### src/rtl/viterbi_pkg.sv
// rtl/viterbi_pkg.sv - shared widths, erasure constant and LLR quantizer
package viterbi_pkg;

  localparam int SOFT_W = 4;
  localparam int LLR_W  = 6;

  localparam logic [SOFT_W-1:0]       ERASURE_VAL   = 4'd8;
  localparam logic signed [LLR_W-1:0] LLR_CLAMP_MIN = -6'sd8;
  localparam logic signed [LLR_W-1:0] LLR_CLAMP_MAX = 6'sd7;

  // Clamp to the 4-bit signed range, then offset so -8 maps to 0 and +7 to 15.
  function automatic logic [SOFT_W-1:0] quantize(input logic signed [LLR_W-1:0] llr);
    logic signed [LLR_W-1:0] clamped;
    if (llr < LLR_CLAMP_MIN) begin
      clamped = LLR_CLAMP_MIN;
    end else if (llr > LLR_CLAMP_MAX) begin
      clamped = LLR_CLAMP_MAX;
    end else begin
      clamped = llr;
    end
    return SOFT_W'(clamped - LLR_CLAMP_MIN);
  endfunction

endpackage

### src/rtl/llr_fifo.sv
// rtl/llr_fifo.sv - synchronous FIFO of quantized symbol triples
module llr_fifo #(
  parameter int WIDTH = 12,
  parameter int DEPTH = 4
) (
  input  logic             clk,
  input  logic             reset_n,
  input  logic             push,
  input  logic [WIDTH-1:0] push_data,
  input  logic             pop,
  output logic [WIDTH-1:0] pop_data,
  output logic             full,
  output logic             empty
);

  localparam int AW = (DEPTH > 1) ? $clog2(DEPTH) : 1;
  localparam int CW = $clog2(DEPTH + 1);

  logic [WIDTH-1:0] mem [DEPTH];
  logic [AW-1:0]    wr_ptr;
  logic [AW-1:0]    rd_ptr;
  logic [CW-1:0]    count;
  logic             do_push;
  logic             do_pop;

  assign full     = (count == CW'(DEPTH));
  assign empty    = (count == '0);
  assign do_push  = push && !full;
  assign do_pop   = pop && !empty;
  assign pop_data = mem[rd_ptr];

  // Pointers wrap naturally because DEPTH is a power of two.
  always_ff @(posedge clk) begin
    if (!reset_n) begin
      wr_ptr <= '0;
      rd_ptr <= '0;
      count  <= '0;
    end else begin
      if (do_push) wr_ptr <= wr_ptr + 1'b1;
      if (do_pop)  rd_ptr <= rd_ptr + 1'b1;
      case ({do_push, do_pop})
        2'b10:   count <= count + 1'b1;
        2'b01:   count <= count - 1'b1;
        default: count <= count;
      endcase
    end
  end

  always_ff @(posedge clk) begin
    if (reset_n && do_push) begin
      mem[wr_ptr] <= push_data;
    end
  end

endmodule

### src/rtl/viterbi_input_pacer.sv
// rtl/viterbi_input_pacer.sv - buffers soft triples and releases one per PERIOD cycles
module viterbi_input_pacer
  import viterbi_pkg::*;
#(
  parameter int DEPTH  = 4,
  parameter int PERIOD = 8
) (
  input  logic                     clk,
  input  logic                     reset_n,
  input  logic                     enable_in,
  input  logic                     llr_valid_in,
  input  logic signed [LLR_W-1:0]  llr0_in,
  input  logic signed [LLR_W-1:0]  llr1_in,
  input  logic signed [LLR_W-1:0]  llr2_in,
  output logic                     llr_ready_out,
  output logic [SOFT_W-1:0]        yn_out0,
  output logic [SOFT_W-1:0]        yn_out1,
  output logic [SOFT_W-1:0]        yn_out2,
  output logic                     sym_strobe_out,
  output logic                     erasure_out,
  output logic                     overflow_out,
  output logic [7:0]               underflow_cnt_out
);

  localparam int PW = $clog2(PERIOD);

  logic [PW-1:0]         phase;
  logic                  pacing;
  logic                  fifo_full;
  logic                  fifo_empty;
  logic                  push;
  logic                  pop;
  logic [3*SOFT_W-1:0]   push_data;
  logic [3*SOFT_W-1:0]   pop_data;

  assign pacing        = enable_in && (phase == PW'(PERIOD - 1));
  assign llr_ready_out = !fifo_full;
  assign push          = llr_valid_in && !fifo_full;
  assign pop           = pacing && !fifo_empty;
  assign push_data     = {quantize(llr2_in), quantize(llr1_in), quantize(llr0_in)};

  llr_fifo #(
    .WIDTH (3 * SOFT_W),
    .DEPTH (DEPTH)
  ) u_fifo (
    .clk       (clk),
    .reset_n   (reset_n),
    .push      (push),
    .push_data (push_data),
    .pop       (pop),
    .pop_data  (pop_data),
    .full      (fifo_full),
    .empty     (fifo_empty)
  );

  // An empty FIFO at a pacing edge produces a neutral erasure symbol.
  always_ff @(posedge clk) begin
    if (!reset_n) begin
      phase             <= '0;
      yn_out0           <= ERASURE_VAL;
      yn_out1           <= ERASURE_VAL;
      yn_out2           <= ERASURE_VAL;
      erasure_out       <= 1'b1;
      sym_strobe_out    <= 1'b0;
      overflow_out      <= 1'b0;
      underflow_cnt_out <= '0;
    end else begin
      phase          <= enable_in ? phase + 1'b1 : '0;
      sym_strobe_out <= pacing;
      if (llr_valid_in && fifo_full) begin
        overflow_out <= 1'b1;
      end
      if (pacing) begin
        if (!fifo_empty) begin
          yn_out0     <= pop_data[SOFT_W-1:0];
          yn_out1     <= pop_data[2*SOFT_W-1:SOFT_W];
          yn_out2     <= pop_data[3*SOFT_W-1:2*SOFT_W];
          erasure_out <= 1'b0;
        end else begin
          yn_out0     <= ERASURE_VAL;
          yn_out1     <= ERASURE_VAL;
          yn_out2     <= ERASURE_VAL;
          erasure_out <= 1'b1;
          if (underflow_cnt_out != 8'hff) begin
            underflow_cnt_out <= underflow_cnt_out + 1'b1;
          end
        end
      end
    end
  end

endmodule

### config.mk
export PLATFORM = sky130hd
export DESIGN_NAME = viterbi_input_pacer
export DESIGN_NICKNAME = d
export VERILOG_FILES = /design/src/rtl/viterbi_pkg.sv /design/src/rtl/llr_fifo.sv /design/src/rtl/viterbi_input_pacer.sv
export SDC_FILE = /design/constraint.sdc
export NUM_CORES = 1
export LEC_CHECK = 0
export CAP_MARGIN = 20
export CORE_UTILIZATION = 49
export DETAILED_ROUTE_END_ITERATION = 8
export PLACE_DENSITY = 0.72
export SLEW_MARGIN = 25
export SYNTH_ARGS = -nofsm -noshare
export SYNTH_HDL_FRONTEND = slang
export SYNTH_SLANG_ARGS = --single-unit
### constraint.sdc
create_clock -name clk -period 2.5 [get_ports clk]
set_input_delay 0.25 -clock clk [delete_from_list [all_inputs] [get_ports clk]]
set_output_delay 0.25 -clock clk [all_outputs]
set_load 0.01 [all_outputs]
==> results of run 1 <==
-- Yosys cell counts --
library cell	n
o21ai_0	4
and2_4	1
buf_1	1
dfxtp_1	35
and3_1	7
a22oi_1	9
buf_2	1
inv_1	10
o22ai_1	3
nand2b_1	1
clkbuf_1	3
nand4_1	1
nor2_1	47
edfxtp_1	48
nand2_1	21
mux2i_1	1
fa_1	1
buf_4	1
or4_1	3
mux4_2	12
ha_1	8
nor3_4	1
and2_1	1
clkinv_1	1
o31ai_1	3
xor2_1	4
buf_6	2
or3b_1	1
or3_1	4
a21oi_1	19
a41oi_1	1
nand3_1	4
xnor2_1	2
o211ai_2	1
clkinv_2	1
-- layout make-up --
cell class	instances	area (um^2)
Fill cell	494	2290
Sequential cell	83	2142
Multi-Input combinational cell	160	1117
Timing Repair Buffer	55	538.0
Clock buffer	11	141.4
Clock inverter	5	123.9
Tap cell	77	96.34
Inverter	12	46.29
-- logic make-up after synthesis --
group	Yosys count	share of synthesized area (%)
flip-flops	83	63.83
multiplexers	13	8.352
XOR/XNOR	6	1.566
adder cells (fa/ha/maj)	9	3.580
AND/OR/NAND/NOR	92	12.49
buffers and inverters	20	2.871
AO/OA/AOI/OAI	40	7.308
-- power breakdown --
| group | leakage (nW) | switching (mW) | internal, mW |
|---|---|---|---|
| logic | 0.654 | 0.0868 | 0.0769 |
| clock network | 0.131 | 0.455 | 0.789 |
| registers | 0.721 | 0.0143 | 1.48 |
| total | 1.51 | 0.556 | 2.35 |
-- metal layers --
| layer | vias up | GRT usage [%] |
|---|---|---|
| met5 | - | 0 |
| met4 | 0 | 9.553 |
| met3 | 13 | 4.425 |
| met2 | 52 | 31.49 |
| met1 | 1061 | 23.75 |
| li1 | 1077 | - |
-- registers in the layout, indices dropped and copies added (netlist names), 3 cells and up, named ones only --
signal and flops:
yn_out1 4, u_fifo.mem 48, yn_out2 4, underflow_cnt_out 8
phase 3, u_fifo.count 3, yn_out0 4
-- critical path: stages, from the launching register on --
cell and delay (ps):
dfxtp_1 360, or3b_1 400, and2_1 250, clkinv_2 80, ha_1 170, inv_1 60
fa_1 370, xor2_1 150, or3_1 300, a21oi_1 140
-- per-stage QoR --
step	power, mW	hold WS [ps]	setup WS (ps)	std cells
3_3_place_gp	1.684	404.1	153.4	387
3_5_place_dp	1.691	417.7	110.0	387
4_1_cts	2.923	429.5	162.1	403
2_1_floorplan	1.610	372.7	105.4	263
6_report	2.903	427.1	170.8	403
5_1_grt	2.996	442.3	31.52	403
-- path summary, 6_finish.rpt --
path	start	to	cells past startpoint
setup / recovery	u_fifo.count[0]$_SDFFE_PN0P_	u_fifo.count[2]$_SDFFE_PN0P_	9
hold / removal	phase[0]$_SDFF_PN0_	phase[0]$_SDFF_PN0_	1
setup reg to reg	u_fifo.count[0]$_SDFFE_PN0P_	u_fifo.count[2]$_SDFFE_PN0P_	9
hold reg to reg	phase[0]$_SDFF_PN0_	phase[0]$_SDFF_PN0_	1
==> results.json, run 1 <==
{
  "powerDensity_mw_per_mm2": 690.3,
  "ios": 46,
  "fmax_mhz": 429.3,
  "final_common_cell": "edfxtp_1",
  "synth-seq-cells": 83,
  "skew_ps": 9.036,
  "finalCritPeriodShare_pct": 93.17,
  "finalSetupViolations": 0,
  "via_per_inst": 5.467,
  "first_pass_iters": 6,
  "hold_class": "reg -> reg",
  "wl_met1_um": 2862,
  "coreArea_mm2": 0.006495,
  "violations": "design-rule violations",
  "dieArea_mm2": 0.007183,
  "wirelength_um": 6260,
  "clockBufferDepth": 2,
  "track_usage_pct": 19.09,
  "via_count": 2203,
  "vdd_ir_drop_max_mv": 0.3870,
  "synthCells": 263,
  "finalHoldViolCount": 0,
  "status": "finished, violations left",
  "synth_top_cell_area_share_pct": 42.95,
  "worstSetupEndpointType": "flip-flop",
  "nNetsFinal": 352,
  "portBuffers": 45,
  "drc": 4,
  "grt_setup_unrepaired": "no",
  "p_leak_nw": 1.506,
  "start_util_pct": 51.67,
  "ys_seq_area_share_pct": 63.83,
  "route.met2.wl_um": 3056,
  "cts_resized": 0,
  "start_kind": "flip-flop",
  "relSlewSlack_pct": 59.95,
  "synth.avg_cell_area_um2": 12.76,
  "cts_tree": "yes",
  "top_layer": "met4",
  "cts_hold_buf": 0,
  "cts_setup_buffers": 0,
  "grt_pass1_vias": 2169,
  "drive_gt1_share_pct": 12.27,
  "die_width_um": 84.76,
  "synth_area_mm2": 0.003356,
  "max_cap_violations": 0,
  "antenna_found_initial": 0,
  "dp_hpwl_um": 4165,
  "fin_area_mm2": 0.004205,
  "worstMarginPinSlew_ps": 599.9,
  "r2r_setup_slack_ps": 170,
  "gp_congestion": 0.7341,
  "htreeDepth": 3,
  "numCtsBuffers": 9,
  "die_h_um": 84.76,
  "layout_common_cells": "edfxtp_1, nor2_1, clkdlybuf4s50_1",
  "diodes": 0,
  "clkSinkCount": 83,
  "maxSlewViolCount": 0,
  "ys_types": 35,
  "met3_length_um": 214,
  "setup_tns_ps": 0,
  "synth_top_area_cell": "edfxtp_1",
  "grt_max_degree": 17,
  "clkLatencyLatePin_ps": 350,
  "dpl-instance-area_mm2": 0.003940,
  "grt_pass1_wl_um": 10270,
  "syn_to_final_growth_pct": 25.32,
  "critPathArrivalTime_ps": 2610,
  "grt-ovfl-total": 0,
  "syn_nets": 294,
  "drtIter0Drc": 119,
  "ys_top_cells_by_area": "edfxtp_1, dfxtp_1, mux4_2",
  "clock-root-buffer": "clkbuf_8",
  "worstPathRequired_ps": 2780,
  "core.rowCount": 29,
  "wl_per_cell_um": 15.53,
  "worstPathMaxFanout": 7,
  "final.min_clock_period_ps": 2329,
  "utilization_pct": 64.75,
  "ant_nets": 0,
  "critPathKind": "reg -> reg",
  "yosys_warnings": 0,
  "clkTransAtPathRegs_ps": 80
}
No activity file was read; power rests on OpenSTA's default activity.
==> run 2: changes to the inputs <==
TNS_END_PERCENT = 10   (was default)
==> results of run 2 <==
The final DEF is identical to that of run 1; final timing and power are the same.
==> run 3: changes to the inputs <==
CORE_UTILIZATION = 50   (was 49)
PLACE_DENSITY = 0.71   (was 0.72)
SLEW_MARGIN = 20   (was 25)
clock period = 2.6 ns   (was 2.5 ns; I/O delays follow)
==> results.json, run 3 (same netlist as run 1, synthesis figures left out) <==
{
  "grt_max_degree": 19,
  "max_flop_register": "u_fifo.mem",
  "finalHoldViolCount": 0,
  "hold_class": "reg -> reg",
  "seq_power_share_pct": 56.3,
  "nNetsFinal": 350,
  "critPathArrivalTime_ps": 2690,
  "p_leak_nw": 1.459,
  "vdd_ir_drop_max_mv": 0.3498,
  "crit_path_top_delay_cell": "dfxtp_1",
  "cts_hold_buf": 0,
  "finalCritPeriodShare_pct": 92.29,
  "syn_to_final_growth_pct": 22.74,
  "powerDensity_mw_per_mm2": 620.1,
  "clkSinkCount": 83,
  "drtIter0Drc": 152,
  "ios": 46,
  "max_stage_delay_ps": 430,
  "die_h_um": 83.93,
  "cts_tree": "yes",
  "core.rowCount": 29,
  "finalWorstSetupSlack_ps": 200.5,
  "coreArea_mm2": 0.006422,
  "crit_chain": "or3b_1, and2_1, clkinv_2, ha_1, inv_1, fa_1, xor2_1, or3_1, a21oi_1",
  "start_util_pct": 52.25,
  "grt_setup_unrepaired": "no",
  "ant_nets": 0,
  "drive_gt1_share_pct": 11.11,
  "final_common_cell": "edfxtp_1",
  "clock-root-buffer": "clkbuf_8",
  "fmax_mhz": 416.8,
  "max_cap_violations": 0,
  "worstSetupEndpointType": "flip-flop",
  "worstPathMaxFanout": 7,
  "antenna_found_initial": 0,
  "finalSetupViolations": 0,
  "grt_pass1_wl_um": 10240,
  "final.min_clock_period_ps": 2399,
  "layout_common_cells": "edfxtp_1, nor2_1, clkdlybuf4s50_1",
  "relSlewSlack_pct": 57.48,
  "top_regs": "u_fifo.mem: 48 flops, underflow_cnt_out: 8 flops",
  "start_kind": "flip-flop",
  "wirelength_um": 6254,
  "largest_reg_flops": 48,
  "drc": 8,
  "pwr-share-clk_pct": 37.7,
  "clkTransAtPathRegs_ps": 80,
  "use_met2_pct": 32.04,
  "track_usage_pct": 19.51,
  "violations": "design-rule violations",
  "grt_util_met3_pct": 6.231,
  "via_per_inst": 5.556,
  "clockBufferDepth": 2,
  "dieArea_mm2": 0.007043,
  "cts_setup_buffers": 0,
  "p_switching_mw": 0.5318,
  "clkLatencyLatePin_ps": 350,
  "worstPathRequired_ps": 2890,
  "p_sw_share_pct": 20.82,
  "numCtsBuffers": 9,
  "gp_congestion": 0.7485,
  "diodes": 0,
  "grt-ovfl-total": 0,
  "die_width_um": 83.93,
  "pwr-share-comb_pct": 6.0,
  "dp_hpwl_um": 4150,
  "critPathKind": "reg -> reg",
  "via_count": 2228,
  "pre_cts_slack_ps": 80.74,
  "internal_power_mw": 2.022,
  "worstMarginPinSlew_ps": 636.9,
  "cts_resized": 0,
  "grt_busiest_layer": "met2",
  "skew_ps": 5.353,
  "first_pass_iters": 7,
  "htreeDepth": 3,
  "hold_slack_ps": 418.4,
  "status": "finished, violations left",
  "met1_usage_pct": 23.61,
  "maxSlewViolCount": 0,
  "utilization_pct": 64.13,
  "portBuffers": 45,
  "wl_per_cell_um": 15.60,
  "setup_tns_ps": 0,
  "grt_pass1_vias": 2140
}
## run 3: worst max-delay path: cells and delay by family (launching register included)
kind | cells | cell delay [ps]
buffers and inverters | 2 | 140
xor gates and xnor gates | 1 | 160
DFF | 1 | 430
adders and majority gates | 2 | 530
AOI/OAI and AO/OA | 1 | 130
and+or+nand+nor | 3 | 950
## run 3: power by group through the flow
stage / logic (mW) / clock network (mW) / registers (mW)
CTS: 0.156 / 0.990 / 1.44
global route: 0.173 / 1.03 / 1.44
global placement: 0.150 / 0 / 1.47
finish: 0.154 / 0.962 / 1.44
floorplan: 0.0837 / 0 / 1.46
detailed placement: 0.155 / 0 / 1.47
## run 3: metrics by stage
| stage | std cells | area, um^2 | total power [mW] |
|---|---|---|---|
| 2_1_floorplan | 263 | 3356 | 1.548 |
| 3_3_place_gp | 385 | 3913 | 1.616 |
| 3_5_place_dp | 385 | 3913 | 1.624 |
| 4_1_cts | 401 | 4119 | 2.584 |
| 5_1_grt | 401 | 4119 | 2.646 |
| 6_report | 401 | 4119 | 2.554 |
## run 3: path summary, 6_finish.rpt
check                                     from                      endpoint  slack (ps)  cells after the start
hold / removal             phase[0]$_SDFF_PN0_           phase[0]$_SDFF_PN0_         420                      1
hold reg to reg            phase[0]$_SDFF_PN0_           phase[0]$_SDFF_PN0_         420                      1
setup / recovery  u_fifo.count[2]$_SDFFE_PN0P_  u_fifo.count[2]$_SDFFE_PN0P_         200                      9
setup reg to reg  u_fifo.count[2]$_SDFFE_PN0P_  u_fifo.count[2]$_SDFFE_PN0P_         200                      9
## run 3: area by class of cell
cell class	count	area, um^2
clock buffers	9	123.9
clock inverters	7	82.58
fillers	504	2303
inverters	12	46.29
multi-input cells	160	1117
flip-flops and latches	83	2142
well taps	77	96.34
repair buffers	53	510.5
## run 3: routing by layer
| layer | wire length (um) | up-vias |
|---|---|---|
| li1 | - | 1068 |
| met1 | 2705 | 1102 |
| met2 | 3204 | 50 |
| met3 | 289 | 8 |
| met4 | 55 | 0 |
| met5 | 0 | - |
